File: config.mk
export PLATFORM = sky130hd
export DESIGN_NAME = pipeline_hazard_controller
export DESIGN_NICKNAME = d
export VERILOG_FILES = /design/src/rtl/pipeline_hazard_controller.sv
export SDC_FILE = /design/constraint.sdc
export NUM_CORES = 1
export LEC_CHECK = 0
export ABC_AREA = 1
export BUFFER_PORTS_ARGS = -buffer_cell sky130_fd_sc_hd__buf_2
export CORE_MARGIN = 2
export CORE_UTILIZATION = 25
export DETAILED_ROUTE_END_ITERATION = 16
export MAX_ROUTING_LAYER = met4
export PLACE_DENSITY = 0.54
export SYNTH_ARGS = -nofsm -noshare
export SYNTH_HDL_FRONTEND = slang
export SYNTH_SLANG_ARGS = --single-unit
File: constraint.sdc
create_clock -name clk -period 2.08 [get_ports clk]
set_clock_uncertainty 0.05 [all_clocks]
set_input_delay 0 -clock clk [delete_from_list [all_inputs] [get_ports clk]]
set_output_delay 0 -clock clk [all_outputs]
set_load 0.02 [all_outputs]
File: src/rtl/pipeline_hazard_controller.sv
`default_nettype none
// ============================================================================
// Module      : pipeline_hazard_controller
// Description : Stall/flush sequencer for a five-stage MIPS pipeline. Resolves
//               load-use hazards, taken branches, jumps and multi-cycle data
//               memory accesses, and keeps saturating stall/flush counters.
// Revision    : 1.0 - initial release
// ============================================================================
module pipeline_hazard_controller #(
  parameter int unsigned MEM_TIMEOUT = 15
) (
  input  logic        clk,
  input  logic        reset,
  input  logic        IDEX_MemRead,
  input  logic [4:0]  IDEX_WriteRegister,
  input  logic [4:0]  IFID_Rs,
  input  logic [4:0]  IFID_Rt,
  input  logic        jump,
  input  logic        branch_taken,
  input  logic        mem_req,
  input  logic        mem_ready,
  output logic        PC_enable,
  output logic        IFID_enable,
  output logic        IDEX_enable,
  output logic        EXMEM_enable,
  output logic        MEMWB_enable,
  output logic        IFID_flush,
  output logic        IDEX_flush,
  output logic        MEMWB_flush,
  output logic        mem_error,
  output logic [15:0] stall_count,
  output logic [15:0] flush_count
);

  localparam logic [7:0]  C_TIMEOUT = 8'(MEM_TIMEOUT);
  localparam logic [15:0] C_CNT_MAX = 16'hFFFF;

  typedef enum logic [1:0] {
    ST_RUN      = 2'd0,
    ST_MEM_WAIT = 2'd1,
    ST_MEM_ERR  = 2'd2
  } state_t;

  state_t      state_q, state_d;
  logic [7:0]  wait_cnt_q, wait_cnt_d;
  logic [7:0]  w_wait_inc;
  logic        mem_error_q;
  logic [15:0] stall_cnt_q;
  logic [15:0] flush_cnt_q;
  logic        w_lu;
  logic        w_ms;
  logic        w_run_rules;

  // Load-use: a load in EX writes a non-zero register read by the ID instruction.
  assign w_lu = IDEX_MemRead && (IDEX_WriteRegister != 5'd0) &&
                ((IDEX_WriteRegister == IFID_Rs) || (IDEX_WriteRegister == IFID_Rt));
  assign w_ms = mem_req && !mem_ready;
  assign w_wait_inc = wait_cnt_q + 8'd1;

  // Next-state and combinational pipeline controls; reset forces all bubbles.
  always_comb begin
    state_d      = state_q;
    wait_cnt_d   = wait_cnt_q;
    w_run_rules  = 1'b0;
    PC_enable    = 1'b1;
    IFID_enable  = 1'b1;
    IDEX_enable  = 1'b1;
    EXMEM_enable = 1'b1;
    MEMWB_enable = 1'b1;
    IFID_flush   = 1'b0;
    IDEX_flush   = 1'b0;
    MEMWB_flush  = 1'b0;

    case (state_q)
      ST_RUN: begin
        if (w_ms) begin
          PC_enable    = 1'b0;
          IFID_enable  = 1'b0;
          IDEX_enable  = 1'b0;
          EXMEM_enable = 1'b0;
          MEMWB_flush  = 1'b1;
          state_d      = ST_MEM_WAIT;
          wait_cnt_d   = 8'd1;
        end else begin
          w_run_rules = 1'b1;
        end
      end
      ST_MEM_WAIT: begin
        if (!mem_ready) begin
          PC_enable    = 1'b0;
          IFID_enable  = 1'b0;
          IDEX_enable  = 1'b0;
          EXMEM_enable = 1'b0;
          MEMWB_flush  = 1'b1;
          wait_cnt_d   = w_wait_inc;
          // This cycle is waiting cycle number w_wait_inc.
          if (w_wait_inc == C_TIMEOUT) begin
            state_d = ST_MEM_ERR;
          end
        end else begin
          // Access completes: release in the same cycle, no extra bubble.
          w_run_rules = 1'b1;
          state_d     = ST_RUN;
          wait_cnt_d  = 8'd0;
        end
      end
      default: begin
        // Memory error (and any illegal encoding): freeze everything.
        PC_enable    = 1'b0;
        IFID_enable  = 1'b0;
        IDEX_enable  = 1'b0;
        EXMEM_enable = 1'b0;
        MEMWB_enable = 1'b0;
        MEMWB_flush  = 1'b1;
        state_d      = ST_MEM_ERR;
      end
    endcase

    // Normal hazard priority: branch, then load-use, then jump.
    if (w_run_rules) begin
      if (branch_taken) begin
        IFID_flush = 1'b1;
        IDEX_flush = 1'b1;
      end else if (w_lu) begin
        PC_enable   = 1'b0;
        IFID_enable = 1'b0;
        IDEX_flush  = 1'b1;
      end else if (jump) begin
        IFID_flush = 1'b1;
      end
    end

    if (!reset) begin
      PC_enable    = 1'b0;
      IFID_enable  = 1'b0;
      IDEX_enable  = 1'b0;
      EXMEM_enable = 1'b0;
      MEMWB_enable = 1'b0;
      IFID_flush   = 1'b1;
      IDEX_flush   = 1'b1;
      MEMWB_flush  = 1'b1;
      state_d      = ST_RUN;
      wait_cnt_d   = 8'd0;
    end
  end

  // State, wait counter and sticky error flag.
  always_ff @(posedge clk or negedge reset) begin
    if (!reset) begin
      state_q     <= ST_RUN;
      wait_cnt_q  <= 8'd0;
      mem_error_q <= 1'b0;
    end else begin
      state_q     <= state_d;
      wait_cnt_q  <= wait_cnt_d;
      mem_error_q <= mem_error_q || (state_d == ST_MEM_ERR);
    end
  end

  // Saturating performance counters for stall and flush cycles.
  always_ff @(posedge clk or negedge reset) begin
    if (!reset) begin
      stall_cnt_q <= 16'd0;
      flush_cnt_q <= 16'd0;
    end else begin
      if (!PC_enable && (stall_cnt_q != C_CNT_MAX)) begin
        stall_cnt_q <= stall_cnt_q + 16'd1;
      end
      if (IFID_flush && (flush_cnt_q != C_CNT_MAX)) begin
        flush_cnt_q <= flush_cnt_q + 16'd1;
      end
    end
  end

  assign mem_error   = mem_error_q;
  assign stall_count = stall_cnt_q;
  assign flush_count = flush_cnt_q;

endmodule
`default_nettype wire

==> results.py <==
metrics = {
    "worst_setup_path": {
        "crit_path_end_kind": "output port",
        "critical-path-slowest-cell": "dfrtp_1",
        "worstSetupPathType": "reg2out",
        "crit_fanout": 7,
        "crit_arrival_ps": 1820,
        "worstReg2RegEnd": "flush_count[7]$_DFFE_PN0P_",
        "r2r_slack_ps": 230,
        "path_common_cell": "nand2_1",
        "crit_chain": "nor2_1 > nand2_1 > nand3b_1 > nor2_2 > nand2_1 > buf_4 > inv_1 > buf_2",
        "reg2reg_from": "flush_count[1]$_DFFE_PN0P_",
        "cpPeakStageDelay_ps": 430,
        "worstRegToRegCells": 9,
        "start_kind": "flip-flop",
        "crit_required_ps": 2030,
    },
    "grt": {
        "grt_pass1_vias": 2492,
        "overflow": 0,
        "grt_pass1_wl_um": 11400,
        "antenna_found_initial": 0,
        "grt_util_all_layers_pct": 12.4,
        "grt_max_degree": 40,
    },
    "synthesis": {
        "ys_seq_area_share_pct": 39.0,
        "syn_nets": 404,
        "avgSynthCellArea_um2": 7.30,
        "yosysWarningCount": 0,
        "ys_ff_latch": 43,
        "netlist_area_um2": 2760,
        "postSynthCellCount": 378,
        "synth.distinct_cells": 31,
    },
    "power": {
        "share_seq_of_total_power_pct": 43.0,
        "clock_power_share_pct": 28.2,
        "cell_internal_pwr_uw": 1590,
        "p_leak_uw": 0.00189,
        "p_comb_share_pct": 28.8,
        "total_power_uw": 2490,
        "powerDensity_nw_per_um2": 717,
        "switchingPower_uw": 893,
        "swShare_pct": 35.9,
        "ir_drop_uv": 465,
    },
    "floorplanning": {
        "die_height_um": 109,
        "io_pins": 63,
        "die_area_um2": 11900,
        "initial_core_util_pct": 25.6,
        "core_um2": 10800,
        "rows": 38,
        "die_w_um": 109,
    },
    "sta": {
        "period_needed_ps": 1870,
        "relSlewSlack_pct": 64.6,
        "worst_slack_ps": 214,
        "finalCritPeriodShare_pct": 89.7,
        "fin_hold_ws_ps": 29.5,
        "fmax_ghz": 0.536,
        "setup_viol_count_final": 0,
        "slew_violations": 0,
        "rsz0062_at_grt": "false",
        "setup-tns-final_ps": 0,
        "tightestPinTransition_ps": 531,
        "final_hold_viol_count": 0,
    },
    "detailed_routing": {
        "postRouteAntennaNets": 0,
        "drt_iter0_drc": 125,
        "drt-pass1-iter-count": 4,
        "routed_via_density": 4.27,
        "vias": 2560,
        "wl_um": 6790,
        "drc_errors": 0,
        "routedWlPerCell_um": 11.3,
    },
    "clock_network": {
        "clock_tree.buffer_depth": 2,
        "cts_tree": "done",
        "insertion_delay_ps": 310,
        "clock_sinks": 43,
        "clk_pin_slew_ps": 80,
        "cts_buffers": 5,
        "clockRootBuffer": "clkbuf_8",
        "ctsHtreeMaxLevel": 2,
    },
    "finish": {
        "syn_to_final_growth_pct": 25.7,
        "drive_gt1_share_pct": 21.4,
        "fill_cells": 1152,
        "final_common_cell": "nand2_1",
        "antenna_cells": 0,
        "nets": 484,
        "final_cell_mix": "120 x nand2_1, 62 x buf_2, 51 x inv_1, 44 x nand3_1, 43 x dfrtp_1",
    },
    "placed_design": {
        "place.gp.congestion": 0.827,
        "hpwl_um": 5100,
        "port_buffers": 62,
        "place_ws_ps": 198,
    },
    "worst_hold_path": {
        "hp-class": "in2async",
    },
    "run": {
        "max_cap_violations": 0,
    },
    "outcome": {
        "status": "finished, final reports clean",
    },
}
==> power groups by stage <==
stage / combinational (uW) / clock (uW) / sequential [uW]
after global placement: 703 / 0 / 1080
after floorplan: 354 / 0 / 1180
final: 715 / 701 / 1070
after detailed placement: 702 / 0 / 1090
after global routing: 806 / 765 / 1090
after CTS: 712 / 744 / 1070
==> Yosys cell counts <==
cell,number,area (um^2)
a22o_1,1,8.76
nor4_1,1,6.26
nand3b_1,4,30.0
xnor2_1,10,87.6
o21ai_1,1,5.00
clkbuf_1,1,3.75
nand3_1,44,220
nand2_1,120,450
xor2_1,23,201
nor3_1,10,50.1
nor2_1,24,90.1
nand2_4,1,11.3
nor2_4,1,11.3
and3_1,1,6.26
buf_2,3,15.0
ha_1,4,50.1
a21oi_1,2,10.0
inv_1,51,191
o22ai_1,1,6.26
buf_4,3,22.5
nand4_4,1,21.3
buf_6,1,11.3
nor3_2,2,20.0
inv_2,1,3.75
o21ai_0,11,55.1
nor2_2,1,6.26
nand2_2,3,18.8
nand4_1,7,43.8
nor3_4,1,16.3
dfrtp_1,43,1080
a221oi_1,1,8.76
==> flip-flops by register name, indices dropped and copies added, names as in the netlist <==
register     count
flush_count     16
stall_count     16
wait_cnt_q       8
state_q          2
mem_error        1
==> how the worst max path moves through the flow <==
stage,endpoint,startpoint,cells past startpoint
after global placement,flush_count[11]$_DFFE_PN0P_,flush_count[0]$_DFFE_PN0P_,9
after CTS,IFID_enable,state_q[1]$_DFF_PN0_,8
final,IFID_enable,state_q[1]$_DFF_PN0_,8
after global routing,IFID_enable,state_q[1]$_DFF_PN0_,8
after detailed placement,flush_count[7]$_DFFE_PN0P_,flush_count[0]$_DFFE_PN0P_,9
after floorplan,flush_count[6]$_DFFE_PN0P_,flush_count[0]$_DFFE_PN0P_,9
==> per-stage QoR <==
stage                     area, um^2  utilization (%)  instances
after floorplan                 2760                -        378
after global placement          3290             30.5        585
after detailed placement        3290             30.5        585
after CTS                       3440             31.8        596
after global routing            3470             32.1        599
final                           3470             32.1        599
==> layer usage <==
metal | track usage (%) | up-vias | wire, um | share of wire [%]
met5 | - | - | 0 | 0
met4 | 4.03 | 0 | 51 | 0.75
met3 | 2.33 | 4 | 333 | 4.9
met2 | 19.9 | 59 | 3110 | 46
met1 | 15.8 | 1149 | 3290 | 48
li1 | - | 1348 | - | -
==> kinds of logic (layout without fill, tap and decap cells) <==
group	after synthesis	after routing	share of synthesized area, %
AO/OA/AOI/OAI	17	17	3.40
XOR/XNOR	33	33	10.5
adder cells (fa/ha/maj)	4	4	1.81
buffers and inverters	60	141	8.98
flip-flops	43	43	39.0
AND/OR/NAND/NOR	221	221	36.3
==> critical path, delay by kind of cell, from the launching register on <==
kind                   cells  cell delay [ps]
buffers and inverters      3              400
DFF                        1              430
and+or+nand+nor            5              700
==> layout make-up <==
class	count	area (um^2)	share of cell area [%]
clock buffers	6	82.6	2.38
clock inverters	2	35.0	1.01
inverters	52	195	5.63
multi-input cells	275	1440	41.6
flip-flops and latches	43	1080	31.0
well taps	140	175	5.05
repair buffers	81	460	13.3
==> repair_timing <==
item | CTS | global route
hold endpoints to repair | 46 | 0
endpoints found under the setup margin | 0 | 11
resized for setup | 0 | 2
hold buffers | 3 | 0
setup buffers | 0 | 3
Power figures use the tool's default switching activity.
